===== config.mk =====
export PLATFORM = sky130hd
export DESIGN_NAME = gauss_conv1d_stream
export DESIGN_NICKNAME = d
export VERILOG_FILES = /design/src/rtl/gauss_conv1d_stream.sv
export SDC_FILE = /design/constraint.sdc
export NUM_CORES = 2
export LEC_CHECK = 0
export BUFFER_PORTS_ARGS = -buffer_cell sky130_fd_sc_hd__buf_2
export CORE_MARGIN = 1
export CORE_UTILIZATION = 50
export CTS_CLUSTER_DIAMETER = 150
export DETAILED_ROUTE_END_ITERATION = 12
export PLACE_DENSITY = 0.66
export SYNTH_ARGS = -nofsm -noshare
export SYNTH_HDL_FRONTEND = slang
export SYNTH_SLANG_ARGS = --single-unit
export TNS_END_PERCENT = 5

===== constraint.sdc =====
create_clock -name clk -period 11.4 [get_ports clk]
set_input_delay 0.57 -clock clk [delete_from_list [all_inputs] [get_ports clk]]
set_output_delay 0.57 -clock clk [all_outputs]
set_load 0.01 [all_outputs]

===== src/rtl/gauss_conv1d_stream.sv =====
`default_nettype none
// ============================================================================
// Module   : gauss_conv1d_stream
// Brief    : Streaming 1-D Gaussian convolution over pixel lines with
//            edge-replicated borders, round-to-nearest with saturation, a
//            per-line latched sigma and valid/ready backpressure on both sides.
// Revision : 1.0 - initial release
// ============================================================================
module gauss_conv1d_stream #(
  parameter int DATA_W = 8,
  parameter int RADIUS = 5,
  parameter int COEF_W = 8
) (
  input  logic              clk,
  input  logic              reset,
  input  logic [2:0]        sigma,
  input  logic              s_valid,
  output logic              s_ready,
  input  logic [DATA_W-1:0] s_data,
  input  logic              s_last,
  output logic              m_valid,
  input  logic              m_ready,
  output logic [DATA_W-1:0] m_data,
  output logic              m_last,
  output logic              busy
);

  localparam int TAPS   = 2*RADIUS+1;
  localparam int PROD_W = DATA_W+COEF_W;
  localparam int SUM_W  = DATA_W+COEF_W+4;
  localparam int POS_W  = $clog2(RADIUS+1);
  // The built-in table is stored at 2^8 scale and rescaled to COEF_W
  localparam int SH_L   = (COEF_W >= 8) ? COEF_W-8 : 0;
  localparam int SH_R   = (COEF_W < 8)  ? 8-COEF_W : 0;

  localparam logic [POS_W-1:0] c_POS_MAX = POS_W'(RADIUS);
  localparam logic [POS_W-1:0] c_POS_ISS = POS_W'(RADIUS-1);
  localparam logic [POS_W-1:0] c_FL_LAST = POS_W'(RADIUS-1);
  localparam logic [SUM_W-1:0] c_HALF    = SUM_W'(1) << (COEF_W-1);
  localparam logic [SUM_W-1:0] c_PIX_MAX = SUM_W'({DATA_W{1'b1}});

  // One 48-bit row per sigma, |k|=0 in the low byte up to |k|=5
  localparam logic [8*48-1:0] c_TAB = {
    48'h1113_161a_1d1e,   // sigma 7
    48'h0d10_161c_2022,   // sigma 6
    48'h080c_141e_2629,   // sigma 5
    48'h0307_111f_2d33,   // sigma 4
    48'h0002_091c_3744,   // sigma 3
    48'h0000_010e_3e66,   // sigma 2
    48'h0000_0000_1bca,   // sigma 1
    48'h0000_0000_0000    // sigma 0 handled separately (exact 1.0 centre)
  };

  typedef enum logic [1:0] {
    ST_IDLE  = 2'd0,
    ST_RUN   = 2'd1,
    ST_FLUSH = 2'd2
  } state_t;

  function automatic logic [COEF_W:0] coef_lookup(input logic [2:0] sg, input int ak);
    logic [7:0]  c8;
    int unsigned v;
    c8 = 8'd0;
    v  = 0;
    if (sg == 3'd0) begin
      v = (ak == 0) ? 32'd256 : 32'd0;
    end else if (ak <= 5) begin
      c8 = c_TAB[(int'(sg)*6 + ak)*8 +: 8];
      v  = 32'(c8);
    end
    v = (v << SH_L) >> SH_R;
    return v[COEF_W:0];
  endfunction

  state_t              r_state, w_state_nxt;
  logic [DATA_W-1:0]   r_win [TAPS];
  logic [POS_W-1:0]    r_pos;
  logic [POS_W-1:0]    r_fcnt;
  logic [2:0]          r_sig;
  logic                r_w_valid, r_w_last;
  logic                r_busy;

  logic [PROD_W-1:0]   r_s1_prod [TAPS];
  logic                r_s1_valid, r_s1_last;
  logic [SUM_W-1:0]    r_s2_sum;
  logic                r_s2_valid, r_s2_last;
  logic [DATA_W-1:0]   r_s3_data;
  logic                r_s3_valid, r_s3_last;

  logic                w_adv, w_acc;
  logic                w_fill, w_shift, w_issue, w_issue_last;
  logic [DATA_W-1:0]   w_new;
  logic [COEF_W:0]     w_coef [TAPS];
  logic [PROD_W-1:0]   w_prod [TAPS];
  logic [SUM_W-1:0]    w_sum, w_rnd, w_y;
  logic [DATA_W-1:0]   w_sat;

  // Whole pipeline freezes only while a presented output is refused
  assign w_adv   = !(r_s3_valid && !m_ready);
  assign s_ready = w_adv && (r_state != ST_FLUSH) && !reset;
  assign w_acc   = s_valid && s_ready;

  // Next state plus window shift/issue controls
  always_comb begin
    w_state_nxt  = r_state;
    w_fill       = 1'b0;
    w_shift      = 1'b0;
    w_issue      = 1'b0;
    w_issue_last = 1'b0;
    w_new        = s_data;
    case (r_state)
      ST_IDLE: begin
        if (w_acc) begin
          w_fill      = 1'b1;
          w_state_nxt = s_last ? ST_FLUSH : ST_RUN;
        end
      end
      ST_RUN: begin
        if (w_acc) begin
          w_shift = 1'b1;
          w_issue = (r_pos >= c_POS_ISS);
          if (s_last) w_state_nxt = ST_FLUSH;
        end
      end
      ST_FLUSH: begin
        if (w_adv) begin
          w_shift = 1'b1;
          w_new   = r_win[TAPS-1];       // replicate the final pixel
          w_issue = (r_pos >= c_POS_ISS);
          if (r_fcnt == c_FL_LAST) begin
            w_issue_last = 1'b1;
            w_state_nxt  = ST_IDLE;
          end
        end
      end
      default: w_state_nxt = ST_IDLE;
    endcase
  end

  // Window: first pixel of a line replicates into every slot, then shifts
  always_ff @(posedge clk or posedge reset) begin
    if (reset) begin
      for (int p = 0; p < TAPS; p++) r_win[p] <= '0;
    end else if (w_fill) begin
      for (int p = 0; p < TAPS; p++) r_win[p] <= s_data;
    end else if (w_shift) begin
      for (int p = 0; p < TAPS-1; p++) r_win[p] <= r_win[p+1];
      r_win[TAPS-1] <= w_new;
    end
  end

  // Line control: state, fill position, flush count, sigma latch, busy
  always_ff @(posedge clk or posedge reset) begin
    if (reset) begin
      r_state   <= ST_IDLE;
      r_pos     <= '0;
      r_fcnt    <= '0;
      r_sig     <= 3'd0;
      r_w_valid <= 1'b0;
      r_w_last  <= 1'b0;
      r_busy    <= 1'b0;
    end else begin
      r_state <= w_state_nxt;
      if (w_fill) begin
        r_pos <= '0;
        r_sig <= sigma;
      end else if (w_shift && (r_pos != c_POS_MAX)) begin
        r_pos <= r_pos + 1'b1;
      end
      if (r_state != ST_FLUSH) r_fcnt <= '0;
      else if (w_adv)          r_fcnt <= r_fcnt + 1'b1;
      if (w_adv) begin
        r_w_valid <= w_issue;
        r_w_last  <= w_issue_last;
      end
      if (w_acc && (r_state == ST_IDLE))          r_busy <= 1'b1;
      else if (r_s3_valid && m_ready && r_s3_last) r_busy <= 1'b0;
    end
  end

  // Per-tap coefficient and product; |k| folds the symmetric kernel
  always_comb begin
    for (int p = 0; p < TAPS; p++) begin
      w_coef[p] = coef_lookup(r_sig, (p >= RADIUS) ? (p - RADIUS) : (RADIUS - p));
      w_prod[p] = PROD_W'(r_win[p]) * PROD_W'(w_coef[p]);
    end
  end

  // Adder tree over the registered products
  always_comb begin
    w_sum = '0;
    for (int p = 0; p < TAPS; p++) w_sum = w_sum + SUM_W'(r_s1_prod[p]);
  end

  assign w_rnd = r_s2_sum + c_HALF;
  assign w_y   = w_rnd >> COEF_W;
  assign w_sat = (w_y > c_PIX_MAX) ? {DATA_W{1'b1}} : w_y[DATA_W-1:0];

  // Arithmetic pipeline: products -> sum -> round/saturate output register
  always_ff @(posedge clk or posedge reset) begin
    if (reset) begin
      for (int p = 0; p < TAPS; p++) r_s1_prod[p] <= '0;
      r_s1_valid <= 1'b0;
      r_s1_last  <= 1'b0;
      r_s2_sum   <= '0;
      r_s2_valid <= 1'b0;
      r_s2_last  <= 1'b0;
      r_s3_data  <= '0;
      r_s3_valid <= 1'b0;
      r_s3_last  <= 1'b0;
    end else if (w_adv) begin
      for (int p = 0; p < TAPS; p++) r_s1_prod[p] <= w_prod[p];
      r_s1_valid <= r_w_valid;
      r_s1_last  <= r_w_last;
      r_s2_sum   <= w_sum;
      r_s2_valid <= r_s1_valid;
      r_s2_last  <= r_s1_last;
      r_s3_data  <= w_sat;
      r_s3_valid <= r_s2_valid;
      r_s3_last  <= r_s2_last;
    end
  end

  assign m_valid = r_s3_valid;
  assign m_data  = r_s3_data;
  assign m_last  = r_s3_last;
  assign busy    = r_busy;

endmodule
`default_nettype wire


==> reports/results.ini <==
[detailed_routing]
drt_pass1_iterations=5
dr.first_iter.drc_count=1965
drtAntennaViolNets=0
drc=0
routed_via_density=5.52
vias=28216
wl_per_cell_um=19.6
routed_wl_um=100000

[clock_network]
clk_pin_slew_ns=0.06
cts_hold_buf=0
clk_latency_ns=0.59
root_buffer=clkbuf_16
cts_sinks=303
cts_max_path_buffers=3
cts_resized=0
numCtsBuffers=40
cts_tree=done
cts_setup_buffers=0
htreeDepth=2

[yosys]
yosysSeqAreaShare_pct=20.4
synth-edff-count=0
synth_cells=4156
yosys.area.top_type_share_pct=24.7
ys_seq_elements=303
synth_area_um2=37100
syn_nets=5081
avgSynthCellArea_um2=8.93
synthFlopType=dfrtp_1
async_reset_ff_share_pct=100
synth_largest_area_cell=fa_1
yosys_warnings=0
synth_cell_types=79
synth_top_cells_by_area=fa_1 25%, dfrtp_1 20%, ha_1 15%, inv_1 6.7%, nand2_1 5.9%

[finish]
final_nets=5042
n_antenna_cell=0
drive_gt1_share_pct=5.01
postLayoutCoreUtil_pct=54.0
area_growth_pct=6.56
fin_area_um2=39500

[grt]
grt_overflow=0
grt_pass1_wl_um=160000
track_usage_pct=27.5
grt_pass1_vias=28247
grt_max_degree=109
antenna_found_initial=3

[floorplanning]
ioPinCount=28
die_h_um=274
design.core.area_um2=73200
die_x_um=274
row_count=99
die_area_um2=75300
initial_core_util_pct=50.7

[placed_design]
io_buffers=27
gp_congestion=0.929
dp.final_hpwl_um=77000
place_area_um2=38200

[setup_path]
critical-path-slowest-cell=nor2_1
cp-end-kind=flip-flop
r2r-start=r_sig[0]
worst_path_largest_cell_delay_ns=0.90
cp.arrival_ns=9.60
path_delay_family=adder cells
crit_buf_inv=6
crit_fanout=25
startpoint_type=flip-flop
worstPathRequired_ns=11.83
worst-setup-path-type=flip-flop to flip-flop
ff2ff_setup_slack_ns=2.23
rr_worst_depth=28
r2r_end=r_s1_prod[141]

[timing]
hold_violations=0
max_freq_ghz=0.109
maxSlewViolCount=0
min_period_over_period_pct=80.4
post-route-min-period_ns=9.17
tightest_slew_ns=1.22
slew_headroom_pct=18.3
finalSetupViolCount=0
final.setup.tns_ns=0
skew_ns=0.0357
rsz0062_at_grt=no
whs_ns=0.163

[min_path]
hp-class=input pin to async pin

[run_status]
outcome=complete, no violations

[run]
maxCapViolations=0

synthesized netlist by cell type (22+ instances only):
cell type	number
nand2_1	581
clkbuf_1	126
nor3_1	47
a21oi_1	187
and2_1	303
inv_1	662
xnor2_1	62
nor2_1	261
nand3_1	44
nor2b_1	29
a21o_1	32
and3_1	69
a31oi_1	96
nand2b_1	25
o21ai_0	91
xor2_1	58
fa_1	457
dfrtp_1	303
ha_1	452
o31ai_1	22
layout by cell type (no fill, tap or decap), drive strengths merged, types with 29 or more instances in the layout:
master	instances
o21ai	96
nor3	50
a21oi	190
and2	311
buf	72
dfrtp	303
clkbuf	54
nand2	581
a21o	33
inv	664
nor2b	29
and3	69
xnor2	66
nor2	262
nand3	44
fa	457
a31oi	96
ha	452
xor2	59
how the worst max path moves through the flow:
stage | start | end | slack, ns | cells past startpoint
2_1_floorplan | reset | busy | 2.46 | 1
3_3_place_gp | r_sig[0] | r_s1_prod[141] | 2.65 | 28
3_5_place_dp | r_sig[0] | r_s1_prod[141] | 2.50 | 28
4_1_cts | r_sig[0] | r_s1_prod[141] | 2.48 | 28
5_1_grt | r_sig[0] | r_s1_prod[141] | 1.73 | 28
6_report | r_sig[0] | r_s1_prod[141] | 2.23 | 28
cell families (layout without fill, tap and decap cells):
| family | after synthesis | in the layout | share of synthesized area, % |
|---|---|---|---|
| xor+xnor | 125 | 125 | 3.11 |
| simple gates | 1423 | 1423 | 18.2 |
| fa+ha+maj | 909 | 909 | 39.9 |
| flops | 303 | 303 | 20.4 |
| buf+inv | 816 | 808 | 8.36 |
| compound gates | 558 | 558 | 9.40 |
| mux | 22 | 22 | 0.637 |
layout make-up:
type / instances / area, um2
Timing Repair Buffer: 72 / 485
Inverter: 663 / 2500
Sequential cell: 303 / 7580
Tap cell: 959 / 1200
Clock inverter: 19 / 190
Multi-Input combinational cell: 3037 / 26500
Fill cell: 6776 / 33700
Clock buffer: 54 / 1120
per-layer routing:
layer,part of all wire [%],up-vias,global-route usage [%]
met5,0.012,-,0
met4,3.0,2,8.19
met3,6.1,159,3.75
met2,47,747,45.1
met1,44,14142,38.0
li1,-,13166,-
metrics by stage:
stage	setup WS, ns	instances
after floorplan	2.46	4156
after detailed placement	2.50	5034
after global routing	1.73	5107
after CTS	2.48	5107
final	2.23	5107
after global placement	2.65	5034
registers in the layout (all words and copies together), names as in the netlist:
signal,cells
r_s2_last,1
r_w_valid,1
m_data,8
r_win,88
busy,1
r_pos,3
m_last,1
r_fcnt,3
r_s1_prod,174
r_state,2
m_valid,1
r_sig,3
r_s1_last,1
r_s2_valid,1
r_w_last,1
r_s1_valid,1
r_s2_sum,13
Power is left out: the tool's default activity adds up to more than one toggle a clock period on the data nets, which glitch-free logic cannot reach.
